$ cat config.mk
export PLATFORM = sky130hd
export DESIGN_NAME = hazard_detection_unit
export DESIGN_NICKNAME = d
export VERILOG_FILES = /design/src/rtl/hazard_detection_unit.sv
export SDC_FILE = /design/constraint.sdc
export NUM_CORES = 1
export LEC_CHECK = 0
export CAP_MARGIN = 10
export CORE_ASPECT_RATIO = 1.1
export CORE_UTILIZATION = 30
export CTS_CLUSTER_SIZE = 24
export DETAILED_ROUTE_END_ITERATION = 7
export PLACE_DENSITY = 0.71
export SLEW_MARGIN = 20
export SYNTH_ARGS = -nofsm -noshare
export SYNTH_HDL_FRONTEND = slang
export SYNTH_SLANG_ARGS = --single-unit
$ cat constraint.sdc
create_clock -name clk -period 2.9 [get_ports clk]
set_input_delay 0.87 -clock clk [delete_from_list [all_inputs] [get_ports clk]]
set_output_delay 0.87 -clock clk [all_outputs]
set_load 0.01 [all_outputs]
$ cat src/rtl/hazard_detection_unit.sv
// hazard_detection_unit
// Decode-stage hazard detection and stall sequencer for the 5-stage MIPS
// pipeline. It catches the hazards that EX-stage forwarding cannot resolve.
// PC and IF/ID are frozen and bubbles are injected into ID/EX for as many
// cycles as each hazard needs:
//   H2  : branch in ID needs the result of a load in EX   -> 2 stalls
//   H1a : any ID instruction needs the result of a load in EX -> 1 stall
//   H1b : branch in ID needs the result of an ALU op in EX -> 1 stall
//   H1c : branch in ID needs the result of a load in MEM   -> 1 stall
// A two-state machine (RUN/STALL) owns the multi-cycle stall of H2, so its
// length is fixed when the hazard is first seen. Stall cycles are ignored
// for hazard evaluation, and flush aborts any stall.
//
// Optional feature macro: HAZARD_STATS_EN
//   When defined, adds the registered output stall_cycles, a saturating
//   count of cycles with PCWrite low.

module hazard_detection_unit #(
  parameter int REG_W = 5,
  parameter int CNT_W = 16
) (
  input  logic             clk,
  input  logic             rst_n,
  input  logic [REG_W-1:0] Rs_if_id,
  input  logic [REG_W-1:0] Rt_if_id,
  input  logic             UsesRt_if_id,
  input  logic             Branch_if_id,
  input  logic             MemRead_id_ex,
  input  logic             RegWrite_id_ex,
  input  logic [REG_W-1:0] Rdst_id_ex,
  input  logic             MemRead_ex_mem,
  input  logic [REG_W-1:0] Rd_ex_mem,
  input  logic             flush,
  output logic             PCWrite,
  output logic             IF_ID_Write,
  output logic             Bubble,
  output logic             stall_busy
`ifdef HAZARD_STATS_EN
  ,
  output logic [CNT_W-1:0] stall_cycles
`endif
);

  typedef enum logic {
    RUN   = 1'b0,
    STALL = 1'b1
  } state_t;

  // Extra STALL cycles still owed after the detection cycle. Two bits so the
  // longest stall can be extended later without touching the encoding.
  localparam logic [1:0] H2_EXTRA = 2'd1;

  state_t     state;
  state_t     next_state;
  logic [1:0] remain;
  logic [1:0] next_remain;

  logic ex_match;
  logic mem_match;
  logic hz_h2;
  logic hz_h1a;
  logic hz_h1b;
  logic hz_h1c;
  logic hz_any;

  // A producer register matches the ID instruction when it is nonzero and is
  // one of the sources it actually reads (rt only when UsesRt is set).
  function automatic logic src_match(
    input logic [REG_W-1:0] r,
    input logic [REG_W-1:0] rs,
    input logic [REG_W-1:0] rt,
    input logic             uses_rt
  );
    logic hit;
    hit = (r == rs) || (uses_rt && (r == rt));
    return (r != '0) && hit;
  endfunction

  // Classify the hazard seen by the instruction in ID this cycle.
  always_comb begin
    ex_match  = src_match(Rdst_id_ex, Rs_if_id, Rt_if_id, UsesRt_if_id);
    mem_match = src_match(Rd_ex_mem, Rs_if_id, Rt_if_id, UsesRt_if_id);

    hz_h2  = Branch_if_id & MemRead_id_ex & ex_match;
    hz_h1a = MemRead_id_ex & ex_match;
    hz_h1b = Branch_if_id & RegWrite_id_ex & ~MemRead_id_ex & ex_match;
    hz_h1c = Branch_if_id & MemRead_ex_mem & mem_match;

    hz_any = hz_h2 | hz_h1a | hz_h1b | hz_h1c;
  end

  // State and remaining-stall register; reset drops any partial count.
  always_ff @(posedge clk or negedge rst_n) begin
    if (!rst_n) begin
      state  <= RUN;
      remain <= 2'd0;
    end else begin
      state  <= next_state;
      remain <= next_remain;
    end
  end

  // Next-state logic: flush wins, H2 enters STALL, STALL counts down.
  always_comb begin
    next_state  = state;
    next_remain = remain;
    if (flush) begin
      next_state  = RUN;
      next_remain = 2'd0;
    end else begin
      unique case (state)
        RUN: begin
          if (hz_h2) begin
            next_state  = STALL;
            next_remain = H2_EXTRA;
          end else begin
            next_state  = RUN;
            next_remain = 2'd0;
          end
        end
        STALL: begin
          next_remain = remain - 2'd1;
          if (remain <= 2'd1) begin
            next_state  = RUN;
            next_remain = 2'd0;
          end else begin
            next_state = STALL;
          end
        end
        default: begin
          next_state  = RUN;
          next_remain = 2'd0;
        end
      endcase
    end
  end

  // Pipeline control outputs, combinational so the stall lands in the
  // detection cycle; reset forces a frozen front end with a bubble.
  always_comb begin
    PCWrite     = 1'b1;
    IF_ID_Write = 1'b1;
    Bubble      = 1'b0;
    if (!rst_n) begin
      PCWrite     = 1'b0;
      IF_ID_Write = 1'b0;
      Bubble      = 1'b1;
    end else if (flush) begin
      PCWrite     = 1'b1;
      IF_ID_Write = 1'b1;
      Bubble      = 1'b1;
    end else if (state == STALL) begin
      PCWrite     = 1'b0;
      IF_ID_Write = 1'b0;
      Bubble      = 1'b1;
    end else if (hz_any) begin
      PCWrite     = 1'b0;
      IF_ID_Write = 1'b0;
      Bubble      = 1'b1;
    end
  end

  assign stall_busy = (state == STALL);

`ifdef HAZARD_STATS_EN
  localparam logic [CNT_W-1:0] CNT_MAX = '1;

  // Saturating count of cycles in which the PC was held.
  always_ff @(posedge clk or negedge rst_n) begin
    if (!rst_n) begin
      stall_cycles <= '0;
    end else if (!PCWrite && (stall_cycles != CNT_MAX)) begin
      stall_cycles <= stall_cycles + 1'b1;
    end
  end
`else
  // The statistics width only matters when the counter is built; keep a
  // sanity check on it so the parameter stays meaningful in every build.
  if (CNT_W < 1) begin : g_bad_cnt_w
    $error("CNT_W must be at least 1");
  end
`endif

endmodule
==> results.cfg, run 1 <==
[yosys]
synth_nets = 84
syn_inst = 56
synthDistinctLibCells = 22
synth_area_leaders = xor2_1 21%, xnor2_1 17%, dfrtp_1 17%, nand2_1 4.1%, nor2_1 4.1%
synth_area_per_cell_um2 = 8.09
synth_compound_area_share_pct = 15.2
synthSimpleGateAreaFrac_pct = 27.9
synth_xor_area_share_pct = 38.7
synthAdderAreaFrac_pct = 0
yosysTopAreaCell = xor2_1
yosysSeqAreaShare_pct = 16.6
ys_ff_latch = 3
synth_top_family_by_area = XOR/XNOR gates
yosys_warnings = 0
synth_area_um2 = 453
synth_top_area_share_pct = 21.3
muxShareOfSynthArea_pct = 0

[timing]
period_needed_ns = 2.98
fin_crit_sh_pct = 103
rsz0062_at_grt = true
worst_slack_ns = -0.0793
tns_ns = -0.172
slew_headroom_pct = 81.3
setup_viol = 3
hold_viol = 0
finalMaxSlewViolations = 0
fin_worst_skew_ns = 0.00278
fmax_mhz = 336
worstMarginPinSlew_ns = 0.280

[detailed_routing]
dr.pass1.iters = 2
drc = 0
ant_nets = 0
wire_per_inst_um = 12.5
wl_um = 1550
num_vias = 601
routed_via_density = 4.85
drt-initial-drc-count = 2

[finish]
seq_area_um2 = 75.1
drive_gt1_share_pct = 46.3
stdcell_area_um2 = 920
final_cell_mix = 14 x buf_2, 14 x buf_4, 11 x xor2_1
layout.nets = 137
multi_input_area_um2 = 418
area_growth_pct = 103
num-fill-cells = 134
antenna_cells = 0

[setup_path]
critPathRequiredTime_ns = 2.03
end_kind = primary output
rr_worst_depth = 3
crit_buf_inv = 2
critical_path_class = in -> out
worstSetupStartpointType = input port
crit_chain = buf_6 -> or4_4 -> o211ai_4 -> nor3_2 -> nor3b_2 -> buf_2
crit_path_max_fanout = 2
cp_slowest_stage_delay_ns = 0.54
crit_cells = 6
critical-path-slowest-cell = or4_4
arrival_ns = 2.11
cp_top_family = simple AND/OR/NAND/NOR gates

[global_route]
grt_usage_pct = 22.0
grt_max_degree = 5
antenna_found_initial = 0
grt_overflow = 0
grt_pass1_vias = 637
grt_pass1_wl_um = 2480

[placed_design]
place_area_um2 = 911
gp_congestion = 0.699
dpl.hpwl_um = 1190
port_buffers = 31
dp_slack_ns = -0.869

[clocking]
clock_latency_ns = 0.23
path_clk_slew_ns = 0.03
holdBufCountCts = 0
postCtsSetupBuffers = 0
max-clock-path-buffers = 2
cts-root-buf = clkbuf_4
cts-htree-levels = 1
clock-sinks = 3
numCtsBuffers = 3
cts_tree = yes

[outcome]
violations = negative setup slack
outcome = finished with violations

[power]
p_total_w = 0.000230
p_leak_nw = 0.420
p_per_area_nw_per_um2 = 250
max-vdd-ir-drop_uv = 233

[run]
drv_cap = 0

[worst_hold_path]
hold_class = reg -> reg
hold_depth = 1

[floorplanning]
fp.dieW_um = 39.0
io_pins = 32
fp-row-count = 14
die_y_um = 42.8
start_util_pct = 32.7
coreArea_um2 = 1380
die-area_um2 = 1670
logic make-up after synthesis:
kind of cell           Yosys count
buffers and inverters            1
AO/OA/AOI/OAI                    8
XOR/XNOR                        20
flip-flops                       3
AND/OR/NAND/NOR                 24
report_power, final:
group          switching (W)  internal, W
clock network      0.0000219    0.0000516
logic              0.0000477    0.0000659
registers        0.000000144    0.0000423
total              0.0000697     0.000160
state kept, by name, indices dropped and copies added, names as in the netlist:
| register | cells |
|---|---|
| stall_busy | 1 |
| remain | 2 |
final cells by class:
cell class | count | share of cell area, %
multi-input cells | 52 | 45.4
clock buffers | 4 | 2.86
flip-flops and latches | 3 | 8.16
well taps | 16 | 2.18
repair buffers | 49 | 41.4
cells in the mapped netlist:
cell,n
a21boi_0,1
a21oi_1,3
a32oi_1,1
and2_1,1
buf_4,1
dfrtp_1,3
nand2_1,5
nand2b_1,1
nand3_1,3
nand4_1,1
nor2_1,5
nor3_1,3
nor3b_1,1
nor3b_2,1
nor4_1,1
o211ai_2,1
o221ai_1,1
o32ai_2,1
or2_2,1
or4_1,1
xnor2_1,9
xor2_1,11
metal layers:
layer / global-route usage, % / wire [µm] / up-vias
li1: - / - / 305
met1: 20.1 / 545 / 262
met2: 41.0 / 836 / 30
met3: 4.71 / 136 / 4
met4: 13.1 / 32 / 0
met5: 0 / 0 / -
worst paths after layout:
kind / startpoint / end / slack [ns]
worst min-delay path: remain[0]$_DFF_PN0_ / remain[1]$_DFF_PN0_ / 0.53
worst max register to register: stall_busy$_DFF_PN0_ / remain[0]$_DFF_PN0_ / 1.89
worst max-delay path: Rd_ex_mem[3] / IF_ID_Write / -0.08
max in group asynchronous: rst_n / remain[0]$_DFF_PN0_ / 1.83
min in group asynchronous: rst_n / stall_busy$_DFF_PN0_ / 0.97
worst min register to register: remain[0]$_DFF_PN0_ / remain[1]$_DFF_PN0_ / 0.53
timing repair:
| item | 4_1_cts | 5_1_grt |
|---|---|---|
| pin swaps | 16 | 8 |
| gates resized for setup | 84 | 7 |
| endpoints found under the setup margin | 3 | 3 |
| gates cloned | 0 | 0 |
metrics by stage:
stage	hold slack [ns]	util, %	instances
after floorplan	0.489	-	56
after global placement	0.504	65.8	120
after detailed placement	0.533	65.8	120
after CTS	0.538	67.8	124
after global routing	0.543	66.5	124
final	0.532	66.5	124
Note: power is estimated with default switching activity, not from simulation.
==> inputs of run 2 (changes only) <==
--- a/config.mk
+++ b/config.mk
@@ -15,3 +15,4 @@
 export SYNTH_ARGS = -nofsm -noshare
 export SYNTH_HDL_FRONTEND = slang
 export SYNTH_SLANG_ARGS = --single-unit
+export TNS_END_PERCENT = 1
==> results.cfg, run 2 (same netlist as run 1, synthesis figures left out) <==
[outcome]
outcome = finished with violations
violations = negative setup slack

[finish]
largest_reg_flops = 2
num-fill-cells = 134
stdcell_area_um2 = 920
layout.nets = 137
area_growth_pct = 103
drive_gt1_share_pct = 46.3
largest_register = remain
multi_input_area_um2 = 418
antenna_cells = 0
final_cell_mix = 14 x buf_2, 14 x buf_4, 11 x xor2_1
utilization_pct = 66.5
seq_area_um2 = 75.1

[clocking]
path_clk_slew_ns = 0.03
numCtsBuffers = 3
cts_tree = yes
cts-root-buf = clkbuf_4
clock-sinks = 3
cts-htree-levels = 1
max-clock-path-buffers = 2
postCtsSetupBuffers = 0
clock_latency_ns = 0.23

[detailed_routing]
dr.pass1.iters = 2
drc = 0
routed_via_density = 4.85
ant_nets = 0
wire_per_inst_um = 12.5
wl_um = 1550
num_vias = 601
drt-initial-drc-count = 2

[setup_path]
crit_path_max_fanout = 2
arrival_ns = 2.11
rr_worst_depth = 3
critPathRequiredTime_ns = 2.03
end_kind = primary output
timing.rr.end = remain[0]$_DFF_PN0_
worstSetupStartpointType = input port
critical_path_class = in -> out
crit_start = Rd_ex_mem[3]
rrSetupSlack_ns = 1.89
timing.rr.start = stall_busy$_DFF_PN0_

[timing]
fin_crit_sh_pct = 103
setup_viol = 3
slew_headroom_pct = 81.3
worst_slack_ns = -0.0793
fin_worst_skew_ns = 0.00278
rsz0062_at_grt = true
worstMarginPinSlew_ns = 0.280
holdWs_ns = 0.532
hold_viol = 0
period_needed_ns = 2.98
fmax_mhz = 336
finalMaxSlewViolations = 0

[global_route]
grt_pass1_wl_um = 2480
antenna_found_initial = 0
grt_usage_pct = 22.0
grt_pass1_vias = 637
grt_max_degree = 5
grt_overflow = 0

[placed_design]
port_buffers = 31
gp_congestion = 0.699
place_area_um2 = 911
dpl.hpwl_um = 1190

[floorplanning]
die_y_um = 42.8
die-area_um2 = 1670
fp.dieW_um = 39.0
fp-row-count = 14
coreArea_um2 = 1380
start_util_pct = 32.7
io_pins = 32

[power]
p_leak_nw = 0.420
p_per_area_nw_per_um2 = 250
max-vdd-ir-drop_uv = 233

[worst_hold_path]
min-delay-start = remain[0]$_DFF_PN0_
hold_depth = 1
hold_class = reg -> reg
min_to = remain[1]$_DFF_PN0_

[run]
drv_cap = 0
-- run 2: report_power, final --
group / internal (W) / leakage, nW / total, W / switching, W
Clock: 0.0000516 / 0.0150 / 0.0000735 / 0.0000219
Combinational: 0.0000659 / 0.364 / 0.000114 / 0.0000477
Sequential: 0.0000423 / 0.0419 / 0.0000425 / 0.000000144
Total: 0.000160 / 0.420 / 0.000230 / 0.0000697
-- run 2: worst max-delay path, stage by stage --
cell and delay [ns]:
buf_6 0.09, or4_4 0.54, o211ai_4 0.20, nor3_2 0.07, nor3b_2 0.17, buf_2 0.15
-- run 2: metrics by stage --
step                      setup WS (ns)  std cells  total power, W  TNS [ns]
after floorplan                 -0.0257         56       0.0000816   -0.0257
after global routing             -0.143        124        0.000243    -0.372
final                           -0.0793        124        0.000230    -0.172
after global placement           -0.853        120        0.000158     -2.50
after CTS                        -0.102        124        0.000233    -0.252
after detailed placement         -0.869        120        0.000158     -2.53
-- run 2: how the worst max path moves through the flow --
stage                              to  slack, ns
after floorplan               PCWrite      -0.03
after global placement    IF_ID_Write      -0.85
after detailed placement      PCWrite      -0.87
after CTS                 IF_ID_Write      -0.10
after global routing      IF_ID_Write      -0.14
final                     IF_ID_Write      -0.08
-- run 2: repair_timing --
item                                    CTS  global route
pin swaps                                16             8
endpoints found under the setup margin    3             3
resized for setup                        84             7
hold buffers                              0             0
-- run 2: per-layer routing --
metal / vias up / share of wire (%) / global-route usage [%]
met5: - / 0 / 0
met1: 262 / 35 / 20.1
met2: 30 / 54 / 41.0
met3: 4 / 8.8 / 4.71
li1: 305 / - / -
met4: 0 / 2.1 / 13.1
-- run 2: layout make-up --
type	count	area share, %
clock buffer	4	2.86
sequential	3	8.16
multi-input combinational	52	45.4
timing repair buffer	49	41.4
tap	16	2.18
==> inputs of run 3 (changes only) <==
--- a/config.mk
+++ b/config.mk
@@ -11,7 +11,6 @@
 export CTS_CLUSTER_SIZE = 24
 export DETAILED_ROUTE_END_ITERATION = 7
 export PLACE_DENSITY = 0.71
-export SLEW_MARGIN = 20
 export SYNTH_ARGS = -nofsm -noshare
 export SYNTH_HDL_FRONTEND = slang
 export SYNTH_SLANG_ARGS = --single-unit
==> results of run 3 <==
Same layout as run 2: the final DEF is identical, and so are final timing and power.
